==> src/rtl/os_mix_pkg.sv <==
// rtl/os_mix_pkg.sv - shared widths and forward fold/XOR mixer for the mixed-operand path
package os_mix_pkg;

  localparam int W     = 31;
  localparam int SHIFT = 16;
  localparam int L     = W - SHIFT;

  // y = z0^z1^z2 with z0's upper bits folded down and z2's lower bits folded up.
  function automatic logic [W-1:0] mix_fwd(input logic [W-1:0] z0,
                                           input logic [W-1:0] z1,
                                           input logic [W-1:0] z2);
    return z0 ^ z1 ^ z2 ^ (z0 >> SHIFT) ^ (z2 << SHIFT);
  endfunction

endpackage

==> src/rtl/os_pipe_stage.sv <==
// rtl/os_pipe_stage.sv - generic valid/ready register slice with full-throughput backpressure
module os_pipe_stage #(
  parameter int DW = 8
) (
  input  logic          clk,
  input  logic          rst_n,
  input  logic          in_valid_i,
  output logic          in_ready_o,
  input  logic [DW-1:0] in_data_i,
  output logic          out_valid_o,
  input  logic          out_ready_i,
  output logic [DW-1:0] out_data_o
);

  logic          valid_q, valid_d;
  logic [DW-1:0] data_q, data_d;

  // Accepting while full is allowed when the held beat leaves on the same edge.
  assign in_ready_o  = !valid_q || out_ready_i;
  assign out_valid_o = valid_q;
  assign out_data_o  = data_q;

  always_comb begin
    valid_d = valid_q;
    data_d  = data_q;
    if (in_ready_o) begin
      valid_d = in_valid_i;
      if (in_valid_i) begin
        data_d = in_data_i;
      end
    end
  end

  always_ff @(posedge clk) begin
    if (!rst_n) begin
      valid_q <= 1'b0;
      data_q  <= '0;
    end else begin
      valid_q <= valid_d;
      data_q  <= data_d;
    end
  end

endmodule

==> src/rtl/os_32bit_6_recover.sv <==
// rtl/os_32bit_6_recover.sv - two-stage pipelined inverse of the fold/XOR mixer, recovers z0
module os_32bit_6_recover #(
  parameter int W     = os_mix_pkg::W,
  parameter int SHIFT = os_mix_pkg::SHIFT,
  parameter int CNT_W = 16
) (
  input  logic             clk,
  input  logic             rst_n,
  input  logic             in_valid,
  output logic             in_ready,
  input  logic [W-1:0]     in_y,
  input  logic [W-1:0]     in_z1,
  input  logic [W-1:0]     in_z2,
  output logic             out_valid,
  input  logic             out_ready,
  output logic [W-1:0]     out_z0,
  output logic [CNT_W-1:0] out_cnt
);

  if (!(SHIFT < W && W <= 2*SHIFT)) begin : g_bad_shift
    $error("os_32bit_6_recover: SHIFT must satisfy SHIFT < W <= 2*SHIFT");
  end

  logic [W-1:0]     s1_in, s1_data, s2_in;
  logic             s1_valid, s2_ready;
  logic [CNT_W-1:0] cnt_q, cnt_d;

  // Upper half becomes z0's upper bits directly; lower half is the partial word p.
  assign s1_in = in_y ^ in_z1 ^ in_z2 ^ (in_z2 << SHIFT);

  // Undo the fold: lower bits below L pick up the recovered upper bits.
  assign s2_in = s1_data ^ (s1_data >> SHIFT);

  os_pipe_stage #(.DW(W)) u_stage1 (
    .clk         (clk),
    .rst_n       (rst_n),
    .in_valid_i  (in_valid),
    .in_ready_o  (in_ready),
    .in_data_i   (s1_in),
    .out_valid_o (s1_valid),
    .out_ready_i (s2_ready),
    .out_data_o  (s1_data)
  );

  os_pipe_stage #(.DW(W)) u_stage2 (
    .clk         (clk),
    .rst_n       (rst_n),
    .in_valid_i  (s1_valid),
    .in_ready_o  (s2_ready),
    .in_data_i   (s2_in),
    .out_valid_o (out_valid),
    .out_ready_i (out_ready),
    .out_data_o  (out_z0)
  );

  always_comb begin
    cnt_d = cnt_q;
    if (out_valid && out_ready) begin
      cnt_d = cnt_q + 1'b1;
    end
  end

  always_ff @(posedge clk) begin
    if (!rst_n) begin
      cnt_q <= '0;
    end else begin
      cnt_q <= cnt_d;
    end
  end

  assign out_cnt = cnt_q;

endmodule

==> config.mk <==
export PLATFORM = sky130hd
export DESIGN_NAME = os_32bit_6_recover
export DESIGN_NICKNAME = d
export VERILOG_FILES = /design/src/rtl/os_mix_pkg.sv /design/src/rtl/os_pipe_stage.sv /design/src/rtl/os_32bit_6_recover.sv
export SDC_FILE = /design/constraint.sdc
export NUM_CORES = 1
export LEC_CHECK = 0
export CORE_UTILIZATION = 35
export DETAILED_ROUTE_END_ITERATION = 16
export GPL_TIMING_DRIVEN = 0
export PLACE_DENSITY = 0.63
export RECOVER_POWER = 25
export SLEW_MARGIN = 20
export SYNTH_ARGS = -nofsm -noshare
export SYNTH_HDL_FRONTEND = slang
export SYNTH_SLANG_ARGS = --single-unit
==> constraint.sdc <==
create_clock -name clk -period 3.2 [get_ports clk]
set_input_delay 0.64 -clock clk [delete_from_list [all_inputs] [get_ports clk]]
set_output_delay 0.64 -clock clk [all_outputs]
set_load 0.05 [all_outputs]
Word-level counts from Yosys, hierarchy flattened --
Cells that the tools add are included.
Storage, ports and cells: flip-flop bits (word level) 80, input port bits 97
Cells by class: add/sub/neg operators 1, bitwise logic cells 4, reductions and logical operators 7
Operators with widths (count):
- bitwise XOR 31 bit | 3
- bitwise XOR 31 x 15 -> 31 bit | 1
- adder 16 x 1 -> 16 bit, second input constant | 1
- AND reduction 2 bit | 2
- zero test 1 bit | 2
- logical OR 1 bit | 2
- logical AND 1 bit | 1

Logic depth before layout (Yosys ltp) --
word-level depth 4, mapped depth 6, depth with buffers taken out 5

Cells and area by module --
A second synthesis with hierarchy kept.
Unflattened totals: cell total of the unflattened synthesis 455, area, all modules 4189.0 um^2
By module, submodules not included:
- os_pipe_stage | times used 2, cells each 140, area each 1317.5 um^2, seq. area each 640.6 um^2
- os_32bit_6_recover | times used 1, cells each 175, area each 1554.0 um^2, seq. area each 320.3 um^2

Least setup slack after synthesis --
No wires, ideal clock.
path kind flip-flop to flip-flop, from reg u_stage2.valid_q, in the netlist u_stage2.out_valid_o, to reg u_stage1.data_q[10], in the netlist u_stage1.out_data_o[10], setup time 0.070 ns, arrival 2.093 ns, data required time 3.130 ns, setup slack 1.036 ns, stages on the path, launching flop included 6, path buffers 1, period minus slack after synthesis 2.164 ns, cell sequence dfxtp_1 > nand3b_1 > nand2_1 > clkbuf_1 > nand2_1 > a21oi_1
Between the ends: longest elaborated chain between the ends 4
Ends and longest elaborated chain:
- start, declared | RTL line os_pipe_stage.sv:15 | logic valid_q, valid_d;
- start signal, assigned | RTL line os_pipe_stage.sv:39 | valid_q <= valid_d;
- zero test 1 bit | RTL line os_pipe_stage.sv:19 | assign in_ready_o = !valid_q || out_ready_i;
- logical OR 1 bit (2 in series) | RTL line os_pipe_stage.sv:19
- via in_ready | RTL line os_32bit_6_recover.sv:10 | output logic in_ready,
- AND reduction 2 bit (no line)
- end signal, assigned | RTL line os_pipe_stage.sv:40 | data_q <= data_d;
- end, declared | RTL line os_pipe_stage.sv:16 | logic [DW-1:0] data_q, data_d;
The timed path passes the listed nets, and every way through them passes these cells. A chain may end at the register's enable or synchronous reset.

Worst setup path after layout --
from in out_ready, to out in_ready
Between the ends: longest elaborated chain between the ends 2
Ends and longest elaborated chain:
- start, declared | RTL line os_32bit_6_recover.sv:15 | input logic out_ready,
- logical OR 1 bit (2 in series) | RTL line os_pipe_stage.sv:19
- end, declared | RTL line os_32bit_6_recover.sv:10
No other way between the ends.

==> impl_metrics.env <==
export IMPL_yosysSeqAreaShare_pct=43.42
export IMPL_core_um2=10280
export IMPL_gp_congestion=0.7650
export IMPL_post_cts_buffers=0
export IMPL_drc=0
export IMPL_cts_root_buf="clkbuf_8"
export IMPL_grt_usage_pct=16.86
export IMPL_fin_crit_ns=3.005
export IMPL_worst_path_max_delay_cell="clkdlybuf4s50_1"
export IMPL_synth_seq_cells=80
export IMPL_syn_instance_count=424
export IMPL_initial_core_util_pct=35.89
export IMPL_reg2reg_slack_ns=1.37
export IMPL_arrival_ns=2.37
export IMPL_relSlewSlack_pct=64.74
export IMPL_die_w_um=104.7
export IMPL_pwr_share_seq_pct=43.4
export IMPL_cp_top_family="buffers and inverters"
export IMPL_cts_buffers=9
export IMPL_syn_area_um2=3689
export IMPL_wire_per_inst_um=12.58
export IMPL_ys_async_sr_fraction_pct=0
export IMPL_worstMarginPinSlew_ns=0.5273
export IMPL_worst_setup_path_type="in -> out"
export IMPL_power_leakage_nw=1.900
export IMPL_vias_per_cell=4.644
export IMPL_postRouteWirelength_mm=9.055
export IMPL_path_cells="dlygate4sd3_1 > nand3b_1 > clkdlybuf4s50_1"
export IMPL_r2r_start="u_stage2.out_valid_o$_SDFFE_PN0P_"
export IMPL_intPower_mw=1.876
export IMPL_layout_commonest_cell="clkdlybuf4s50_1"
export IMPL_hold_depth=2
export IMPL_fin_ws_ns=0.1947
export IMPL_routed_via_count=3344
export IMPL_clk_pin_slew_ns=0.08
export IMPL_final_area_um2=5545
export IMPL_num_io_pins=146
export IMPL_area_delta_synth_final_pct=50.34
export IMPL_reg2reg_depth=6
export IMPL_cp_max_fo=7
export IMPL_power_share_clock_pct=35.1
export IMPL_die_area_um2=10950
export IMPL_min_from="u_stage2.out_data_o[28]$_SDFFE_PN0P_"
export IMPL_slew_violations=0
export IMPL_grt_pass1_wl_mm=14.94
export IMPL_reg2reg_to="u_stage2.out_data_o[24]$_SDFFE_PN0P_"
export IMPL_post_place_ws_ns=0.2676
export IMPL_final_cell_mix="clkdlybuf4s50_1 (129), xnor2_1 (98), dfxtp_1 (80)"
export IMPL_antenna_found_initial=0
export IMPL_tritoncts="built"
export IMPL_finalSetupViolCount=0
export IMPL_rsz0062_at_grt="false"
export IMPL_synth_nets=522
export IMPL_synth_top_area_share_pct=43.42
export IMPL_synth_edf_count=0
export IMPL_cts_max_path_buffers=2
export IMPL_multi_input_area_um2=1982
export IMPL_combPwrFrac_pct=21.5
export IMPL_power_total_mw=2.546
export IMPL_max_cap_violations=0
export IMPL_firstDrtPassIters=6
export IMPL_swShare_pct=26.34
export IMPL_ant_nets=0
export IMPL_synthDistinctLibCells=30
export IMPL_synth_area_leaders="dfxtp_1 (43%), xnor2_1 (23%), nand2_1 (7.3%), a211oi_1 (6.1%), a21oi_1 (5.2%)"
export IMPL_ir_drop_mv=0.2653
export IMPL_min_to="u_stage2.out_data_o[28]$_SDFFE_PN0P_"
export IMPL_max_freq_ghz=0.3327
export IMPL_required_ns=2.56
export IMPL_cts_sinks=80
export IMPL_cts_hold_buf=0
export IMPL_p_sw_uw=670.7
export IMPL_grt_start_max_net_pins=14
export IMPL_row_count=37
export IMPL_synthFlopType="dfxtp_1"
export IMPL_crit_path_end_kind="output pin"
export IMPL_fp_dieH_um=104.7
export IMPL_crit_path_start_kind="primary input"
export IMPL_tns_ns=0
export IMPL_clock_latency_ns=0.34
export IMPL_port_buffer_count=145
export IMPL_drive_gt1_share_pct=4.110
export IMPL_cts_resized=0
export IMPL_hold_viol_final=0
export IMPL_hold_path_class="reg -> reg"
export IMPL_status="complete, no violations"
export IMPL_finalClockSkew_ns=0.01197
export IMPL_register_area_um2=1602
export IMPL_grt_pass1_vias=3266
export IMPL_drt_initial_drc_count=76
export IMPL_min_period_over_period_pct=93.91
export IMPL_synth_largest_area_cell="dfxtp_1"
export IMPL_overflow=0
export IMPL_max_stage_delay_ns=0.84
export IMPL_place_hpwl_mm=7.499
export IMPL_fill_cells=1015
export IMPL_diodes=0
export IMPL_ys_warn_count=0
export IMPL_place_area_um2=5310
export IMPL_final_nets=678
export IMPL_p_per_area_nw_per_um2=459.2
export IMPL_worst_path_buf_inv=2
export IMPL_htreeDepth=3
export IMPL_utilization_pct=53.96
export IMPL_avgSynthCellArea_um2=8.699
[worst max-delay path by stage]
stage          depth (start not counted)                               from  slack (ns)                                    to
6_report                               3                          out_ready        0.19                              in_ready
5_1_grt                                3                          out_ready        0.15                              in_ready
4_1_cts                                3                          out_ready        0.27                              in_ready
3_5_place_dp                           3                          out_ready        0.27                              in_ready
3_3_place_gp                           3                          out_ready        0.29                              in_ready
2_1_floorplan                          5  u_stage2.out_valid_o$_SDFFE_PN0P_        1.04  u_stage1.out_data_o[10]$_SDFFE_PN0P_
[layer usage]
metal	part of all wire [%]	wire length, um	global-route usage, %
met5	0	0	0
met2	50	4514	30.09
met4	1.5	132	6.237
met3	3.9	351	2.308
met1	45	4056	20.51
[worst min-delay path, stage by stage, from the launching register on]
cell and delay (ns):
dfxtp_1 0.32, nand2_1 0.05, a21oi_1 0.05
[per-stage QoR]
step | hold WS, ns | std cells
floorplan | 0.4321 | 424
global placement | 0.4506 | 705
detailed placement | 0.4537 | 705
CTS | 0.4682 | 720
global route | 0.4880 | 720
finish | 0.4615 | 720
[power groups by stage]
stage / sequential [mW] / clock [mW] / combinational, mW
after floorplan: 1.20 / 0 / 0.248
after global placement: 1.13 / 0 / 0.551
after detailed placement: 1.13 / 0 / 0.556
after CTS: 1.11 / 0.905 / 0.558
after global routing: 1.11 / 0.950 / 0.591
final: 1.11 / 0.895 / 0.546
[layout make-up]
class,instances,area share [%]
Buffer,20,1.421
Clock buffer,10,2.482
Clock inverter,5,1.873
Inverter,5,0.3610
Multi-Input combinational cell,319,35.74
Sequential cell,80,28.88
Tap cell,136,3.069
Timing Repair Buffer,145,26.17
[flip-flops by register name, summed over array words and instances, names as in the netlist]
register	flops
u_stage1.out_data_o	31
u_stage2.out_data_o	31
out_cnt	16
u_stage1.out_valid_o	1
u_stage2.out_valid_o	1
[cell families (layout without fill, tap and decap cells)]
logic type | after synthesis | in the layout | share of synthesized area (%)
simple gates | 142 | 142 | 16.79
flops | 80 | 80 | 43.42
fa+ha+maj | 1 | 1 | 0.3392
buf+inv | 25 | 185 | 2.679
xor+xnor | 103 | 103 | 24.46
compound gates | 73 | 73 | 12.31
[synth_stat cells, drive strengths merged, types with 2 or more instances]
| cell | count |
|---|---|
| buf | 3 |
| nand4 | 5 |
| nor4 | 2 |
| xor2 | 5 |
| and4 | 2 |
| inv | 4 |
| nand3b | 2 |
| nand2 | 72 |
| nor3 | 5 |
| dfxtp | 80 |
| or3 | 2 |
| nand3 | 4 |
| nor2 | 44 |
| xnor2 | 98 |
| nor2b | 2 |
| a211oi | 30 |
| a21oi | 39 |
| clkbuf | 17 |
Note: power is estimated with default switching activity, not from simulation.
